**src/rtl/shift_pkg.sv**
```systemverilog
// ============================================================================
// shift_pkg : shared types for the iterative shifter
// Revision  : 1.0
// ============================================================================
`default_nettype none

package shift_pkg;

  typedef enum logic [1:0] {
    SH_SLL = 2'b00,
    SH_SRL = 2'b01,
    SH_SRA = 2'b10,
    SH_ROR = 2'b11
  } shift_op_e;

  typedef enum logic [1:0] {
    ST_IDLE  = 2'b00,
    ST_SHIFT = 2'b01,
    ST_DONE  = 2'b10
  } shift_state_e;

endpackage

`default_nettype wire

```
**src/rtl/shift_step_unit.sv**
```systemverilog
// ============================================================================
// shift_step_unit : combinational shift of one word by 0..STEP positions
// Revision        : 1.0
// ============================================================================
`default_nettype none

module shift_step_unit
  import shift_pkg::*;
#(
  parameter int WIDTH   = 32,
  parameter int STEP    = 4,
  parameter int SHAMT_W = $clog2(WIDTH),
  parameter int AMT_W   = $clog2(STEP + 1)
) (
  input  logic [WIDTH-1:0] data_i,
  input  logic [AMT_W-1:0] amt_i,
  input  logic [1:0]       op_i,
  input  logic             sign_i,
  output logic [WIDTH-1:0] data_o
);

  logic [WIDTH-1:0]   w_ones;
  logic [WIDTH-1:0]   w_srl;
  logic [WIDTH-1:0]   w_hi_mask;
  logic [SHAMT_W:0]   w_rot_amt;

  // amt == 0 makes the rotate-back distance WIDTH, which shifts to all zeros.
  assign w_ones    = '1;
  assign w_srl     = data_i >> amt_i;
  assign w_hi_mask = ~(w_ones >> amt_i);
  assign w_rot_amt = (SHAMT_W+1)'(WIDTH) - (SHAMT_W+1)'(amt_i);

  always_comb begin
    data_o = data_i;
    case (shift_op_e'(op_i))
      SH_SLL:  data_o = data_i << amt_i;
      SH_SRL:  data_o = w_srl;
      SH_SRA:  data_o = w_srl | (w_hi_mask & {WIDTH{sign_i}});
      SH_ROR:  data_o = w_srl | (data_i << w_rot_amt);
      default: data_o = data_i;
    endcase
  end

endmodule

`default_nettype wire

```
**src/rtl/iterative_shifter.sv**
```systemverilog
// ============================================================================
// iterative_shifter : multi-cycle SLL/SRL/SRA/ROR, at most STEP bits per clock
// Revision          : 1.0
// ============================================================================
`default_nettype none

module iterative_shifter
  import shift_pkg::*;
#(
  parameter int WIDTH   = 32,
  parameter int STEP    = 4,
  parameter int SHAMT_W = $clog2(WIDTH)
) (
  input  logic               clk,
  input  logic               rst,
  input  logic               in_valid,
  output logic               in_ready,
  input  logic [WIDTH-1:0]   in_data,
  input  logic [SHAMT_W-1:0] in_shamt,
  input  logic [1:0]         in_op,
  output logic               out_valid,
  input  logic               out_ready,
  output logic [WIDTH-1:0]   out_data,
  output logic               busy
);

  localparam int                 AMT_W  = $clog2(STEP + 1);
  localparam logic [SHAMT_W-1:0] STEP_C = SHAMT_W'(STEP);

  shift_state_e       state_q, state_d;
  logic [WIDTH-1:0]   work_q, work_d;
  logic [SHAMT_W-1:0] rem_q, rem_d;
  logic [1:0]         op_q, op_d;
  logic               sign_q, sign_d;

  logic [AMT_W-1:0]   w_amt;
  logic [WIDTH-1:0]   w_step;

  assign w_amt = (rem_q < STEP_C) ? AMT_W'(rem_q) : AMT_W'(STEP);

  shift_step_unit #(
    .WIDTH   (WIDTH),
    .STEP    (STEP),
    .SHAMT_W (SHAMT_W),
    .AMT_W   (AMT_W)
  ) u_step (
    .data_i  (work_q),
    .amt_i   (w_amt),
    .op_i    (op_q),
    .sign_i  (sign_q),
    .data_o  (w_step)
  );

  always_ff @(posedge clk) begin
    if (rst) begin
      state_q <= ST_IDLE;
      work_q  <= '0;
      rem_q   <= '0;
      op_q    <= SH_SLL;
      sign_q  <= 1'b0;
    end else begin
      state_q <= state_d;
      work_q  <= work_d;
      rem_q   <= rem_d;
      op_q    <= op_d;
      sign_q  <= sign_d;
    end
  end

  always_comb begin
    state_d = state_q;
    work_d  = work_q;
    rem_d   = rem_q;
    op_d    = op_q;
    sign_d  = sign_q;
    case (state_q)
      ST_IDLE: begin
        if (in_valid && in_ready) begin
          work_d  = in_data;
          rem_d   = in_shamt;
          op_d    = in_op;
          sign_d  = in_data[WIDTH-1];
          state_d = (in_shamt == '0) ? ST_DONE : ST_SHIFT;
        end
      end
      ST_SHIFT: begin
        work_d = w_step;
        rem_d  = rem_q - SHAMT_W'(w_amt);
        if (rem_d == '0) state_d = ST_DONE;
      end
      ST_DONE: begin
        if (out_ready) state_d = ST_IDLE;
      end
      default: state_d = ST_IDLE;
    endcase
  end

  always_comb begin
    in_ready  = (state_q == ST_IDLE) && !rst;
    out_valid = (state_q == ST_DONE);
    out_data  = work_q;
    busy      = (state_q != ST_IDLE);
  end

endmodule

`default_nettype wire

```
**config.mk**
```make
export PLATFORM = sky130hd
export DESIGN_NAME = iterative_shifter
export DESIGN_NICKNAME = d
export VERILOG_FILES = /design/src/rtl/shift_pkg.sv /design/src/rtl/shift_step_unit.sv /design/src/rtl/iterative_shifter.sv
export SDC_FILE = /design/constraint.sdc
export NUM_CORES = 1
export LEC_CHECK = 0
export CAP_MARGIN = 20
export CORE_MARGIN = 2
export CORE_UTILIZATION = 32
export CTS_BUF_LIST = sky130_fd_sc_hd__clkbuf_4 sky130_fd_sc_hd__clkbuf_8 sky130_fd_sc_hd__clkbuf_16
export CTS_CLUSTER_SIZE = 30
export DETAILED_ROUTE_END_ITERATION = 8
export GPL_TIMING_DRIVEN = 0
export PLACE_DENSITY_LB_ADDON = 0.2
export SETUP_SLACK_MARGIN = 0.4
export SYNTH_ARGS = -nofsm -noshare
export SYNTH_HDL_FRONTEND = slang
export SYNTH_SLANG_ARGS = --single-unit
```
**constraint.sdc**
```tcl
create_clock -name clk -period 6.75 [get_ports clk]
set_clock_uncertainty 0.2 [all_clocks]
set_input_delay 2.025 -clock clk [delete_from_list [all_inputs] [get_ports clk]]
set_output_delay 2.025 -clock clk [all_outputs]
set_load 0.01 [all_outputs]
```
## Yosys cells after proc, flatten, opt, wreduce, memory -nomap -nowiden

Cells that the tools add are included.

| operators by class | value |
|---|---|
| $lt $le $gt $ge | 1 |
| add/subtract/negate cells | 2 |
| bitwise logic cells | 4 |
| shifts and indexed selects | 4 |
| reduce and logical (&&, ||, !) cells | 12 |
| multiplexer cells | 11 |
| equal/unequal tests | 8 |

Operators by type and width:

| cell | number |
|---|---|
| 32-bit one-hot mux with 4 select lines | 1 |
| 32-bit OR | 2 |
| 32-bit one-hot mux with 2 select lines | 1 |
| 32-bit bitwise AND | 1 |
| 32-bit 2-to-1 mux | 1 |
| 32-bit NOT | 1 |
| 32-bit by 3-bit << shifter with 32-bit output | 1 |
| 32-bit by 6-bit << shifter with 32-bit output | 1 |
| 32-bit by 3-bit >> shifter with 32-bit output | 1 |
| 32-bit by 3-bit >> shifter with 32-bit output (first input constant) | 1 |
| 5-bit zero test | 2 |
| 5-bit one-hot mux with 2 select lines | 1 |
| 2-bit 2-to-1 mux | 4 |
| 2-bit equality test (second input constant) | 3 |
| 2-bit one-hot mux with 3 select lines | 1 |
| 6-bit by 3-bit subtractor with 6-bit output (first input constant) | 1 |
| 5-bit by 3-bit < comparator with 1-bit output (second input constant) | 1 |
| 5-bit 2-to-1 mux | 1 |
| 5-bit by 3-bit subtractor with 5-bit output | 1 |
| 2-bit by 1-bit equality test with 1-bit output (second input constant) | 2 |
| 2-bit zero test | 2 |
| 2-bit inequality test (second input constant) | 2 |
| 2-bit AND reduction | 2 |
| 2-bit nonzero test | 2 |
| other kinds (5) | 6 |

| word-level totals | value |
|---|---|
| word-level logic and storage cells | 47 |
| bits in registers | 42 |
| output and inout bits | 35 |

## Longest topological paths before layout

Gate-level depths: netlist (run 1).

| logic depth | value |
|---|---|
| depth in word-level cells | 8 |
| mapped depth | 16 |
| depth with buffers taken out | 10 |

## By module

From an unflattened synthesis (run 1), not the netlist that was laid out.

| unflattened totals | value |
|---|---|
| cells, all modules | 714 |
| area, all modules | 5,686.7 sq um |

By module, submodules not included:

| module | cells each | instances | seq. area each (sq um) | area an instance (sq um) |
|---|---|---|---|---|
| shift_step_unit | 456 | 1 | 0.0 | 3,464.6 |
| iterative_shifter | 258 | 1 | 840.8 | 2,222.1 |

## Worst setup path before layout (run 1)

OpenSTA, ideal clock, no wires.

| timing | value |
|---|---|
| kind | input -> output |
| from | input port rst |
| to | output port in_ready |
| data required time | 4,525 ps |
| stages | 4 |
| setup slack | 1,601 ps |
| buffers on the path | 3 |
| data arrival time | 2,924 ps |
| cell sequence | clkbuf_1 > clkbuf_1 > buf_1 > nor2_1 |

| between the ends | value |
|---|---|
| longest elaborated chain between the ends | 2 |

Ends and longest elaborated chain:

| item | line | RTL |
|---|---|---|
| from (decl) | iterative_shifter.sv:15 | `input logic rst,` |
| 1-bit zero test | iterative_shifter.sv:99 | `in_ready = (state_q == ST_IDLE) && !rst;` |
| 1-bit logical AND | iterative_shifter.sv:99 |  |
| to (decl) | iterative_shifter.sv:17 | `output logic in_ready,` |

Every way passes these cells.

## Worst setup path after layout (run 1)

Ends and elaborated chain as after synthesis.

==> results.txt, run 1 <==
During synthesis, Yosys emitted a total of 0 warnings. The vertical die dimension came out at 137 microns. The highest attainable clock frequency came out at 160 MHz. The total CTS buffers is 5. The via count of the first global-routing pass was 6684. The cell area after synthesis came out at 0.00564 sq mm. After floorplanning, the core was sized to cover 0.0173 sq mm.

The largest net degree at the start of global routing came out at 14. The post-synthesis sequential area ratio came out at 14.9%. Subtracting the final worst setup slack from the clock period gives 6260 ps.

The total leakage power is 2.34 nW. The count of distinct cell types in the synthesized netlist came out at 71. Clock latency on the worst-skew pair, taken at its later pin, is 310 ps.

The worst hold path belongs to the class flop to flop. During I/O placement, the number of pins put on the boundary was 78. In this run, synthesis inferred 0 flip-flops with an integrated enable. The total negative setup slack came out at 0 ps. After synthesis the netlist holds a flip-flop and latch count of 42.

The detailed placement HPWL came out at 23.4 mm. The critical path starts at rst. The final setup violation count is 0. The TritonCTS sink count came out at 42. The overall track demand over capacity in global routing came out at 34.6%. Of all nets on the critical path, the largest fanout is 10. The horizontal die dimension is 137 microns.

The critical path is of the input pin to output pin type. The worst reg2reg path startpoint is rem_q[4]. The number of antenna violations at the first check in global routing is 0. TritonCTS built the clock tree. The overflow left after global routing came out at 0. Counting every net in the synthesized netlist gives 807. The count of final hold-check violations is 0. The dominant register cell in the synthesized netlist is dfxtp_1.

The period utilization came out at 92.8%. met2 is the most crowded layer. The floorplan die area came out at 0.0187 sq mm. The number of post-CTS setup repair buffers came out at 0.

The final estimated routing congestion in global placement is 1.06. The number of slew-limit violations in the final report came out at 0. The post-synthesis to final-layout area growth is 21.1%. The floorplan has 48 rows. The average cell area after synthesis came out at 7.44 sq um. The vias per cell came out at 6.73. The number of nets with antenna violations after routing came out at 0. The top cell type's share of synthesized area is 14.9%. The share of cells above drive strength 1 came out at 9.96%. The capture point of the critical path is in_ready.

In this run the critical register-to-register path is captured at out_data[13]. The fraction of registers with async set or reset after synthesis came out at 0%. The clock transition at the registers of the reported paths is 70 ps. After filler insertion, the fill cell instance count of the layout stands at 1898. The worst-margin pin slew is 1030 ps.

0 antenna diodes ended up in the layout. The detailed-router iteration count before antenna repair is 5. The number of instances resized during post-cts repair came out at 1. The met2 track demand over resource in global routing is 50.7%. The deepest clock path buffer count came out at 2. The worst setup path is launched from an input pin. STA puts the critical path data required time at 4530 ps. The flow ran to the end, and the final reports show no timing, DRC or antenna violations. The global-route met3 utilization came out at 8.30%. The root buffer cell chosen for the clock tree is clkbuf_16. The biggest area contributor in the post-synthesis netlist is dfxtp_1.

Setup repair after global routing left no endpoint under its margin. After the first detailed-routing iteration, the DRC count stood at 1171. For this run, the post-layout net count is 890. The setup check on the worst reg-to-reg path leaves a slack of 1290 ps. The worst setup path is captured at an output pin.

Yosys attributes the largest share of cell area to dfxtp_1 15%, mux4_2 15%, nand2_1 8.8%. The gate count after technology mapping came out at 759. After detailed routing, the number of remaining DRC violations is 0. The via count came out at 7184. The number of buffers added to fix hold violations after cts is 0. The most common cell after layout, fill and taps aside is nand2_1. The max-capacitance violation count came out at 0. The H-tree depth came out at 2. The worst-case IR drop observed on VDD is 93.3 uV. The path depth of the worst reg2reg path is 15.

The starting density of the core is 32.6%. The worst max-slew margin expressed relative to the limit came out at 31.3%. The worst-case hold slack came out at 381 ps. The routed wire length came out at 32.5 mm. For met1 alone, demand over resource in global routing was 46.3%. The arrival time at the worst endpoint is 4040 ps.

During placement, the flow inserted port buffers numbering 76. The first global-routing pass estimated 46.2 mm of wire. In the layout the commonest cells are 132 x nand2_1, 76 x clkdlybuf4s50_1, 71 x clkbuf_1. The total power density per cell area is 245 mW/mm^2. Dividing the detail-routed wire length by the instance count gives 30.4 microns.
-- worst min path at each step --
stage	start	to	slack, ps	cells past startpoint
6_report	sign_q	sign_q	380	2
3_3_place_gp	sign_q	sign_q	350	2
3_5_place_dp	sign_q	sign_q	350	2
4_1_cts	sign_q	sign_q	360	2
5_1_grt	sign_q	sign_q	430	2
2_1_floorplan	sign_q	sign_q	300	2
-- per-layer routing --
metal / vias to the layer above / share of wire [%]
met5: - / 0
met1: 3416 / 40
met3: 125 / 12
met2: 613 / 42
li1: 3030 / -
met4: 0 / 6.1
-- worst max-delay path: stages --
cell and delay, ps:
clkbuf_1 290, clkbuf_1 670, buf_2 470, nor2_1 90, clkdlybuf4s50_1 490
-- state kept, by name, indices dropped and copies added (netlist names) --
name / count
rem_q: 5
op_q: 2
out_data: 32
state_q: 2
sign_q: 1
-- metrics by stage --
step                      power (mW)  util, %  cells  cell area [sq um]  setup slack, ps
after floorplan                0.946        -    759               5640             1600
after global placement          1.37     38.7   1060               6690              293
after detailed placement        1.36     38.7   1060               6690              287
after CTS                       1.62     39.5   1068               6830              560
after global routing            1.72     39.5   1068               6830              499
final                           1.67     39.5   1068               6830              486
-- logic make-up (layout without fill, tap and decap cells) --
kind of cell	Yosys count	in the layout	synth area share [%]
adder cells (fa/ha/maj)	5	5	1.11
AO/OA/AOI/OAI	226	226	27.8
AND/OR/NAND/NOR	271	271	21.9
multiplexers	96	96	25.5
flip-flops	42	42	14.9
other	1	1	0.0664
buffers and inverters	118	202	8.73
-- where the power goes --
| part | internal [mW] | switching [mW] | total [mW] |
|---|---|---|---|
| combinational | 0.381 | 0.701 | 1.08 |
| clock | 0.142 | 0.116 | 0.258 |
| sequential | 0.284 | 0.0475 | 0.331 |
| total | 0.806 | 0.865 | 1.67 |
-- Yosys cell counts, types with 14 or more instances --
cell and instances:
mux2i_1 48, nor2_1 47, nand3_1 27, a31oi_1 26
o21ai_0 22, buf_1 14, clkbuf_1 71, nand2_1 132
a21oi_1 57, a211oi_1 22, dfxtp_1 42, mux4_2 37
-- final cells by class --
cell class / instances / area [sq um] / share of cell area [%]
Buffer: 105 / 443 / 6.48
Clock buffer: 6 / 133 / 1.94
Clock inverter: 2 / 13.8 / 0.201
Inverter: 13 / 51.3 / 0.751
Multi-Input combinational cell: 599 / 4310 / 63.1
Sequential cell: 42 / 841 / 12.3
Tap cell: 225 / 282 / 4.12
Timing Repair Buffer: 76 / 761 / 11.1
(Power assumes the default switching activity.)
==> inputs of run 2 (changes only) <==
--- a/config.mk
+++ b/config.mk
@@ -5,7 +5,6 @@
 export SDC_FILE = /design/constraint.sdc
 export NUM_CORES = 1
 export LEC_CHECK = 0
-export CAP_MARGIN = 20
 export CORE_MARGIN = 2
 export CORE_UTILIZATION = 32
 export CTS_BUF_LIST = sky130_fd_sc_hd__clkbuf_4 sky130_fd_sc_hd__clkbuf_8 sky130_fd_sc_hd__clkbuf_16
==> results of run 2 <==
No change in the layout: final DEF, timing and power equal those of run 1.
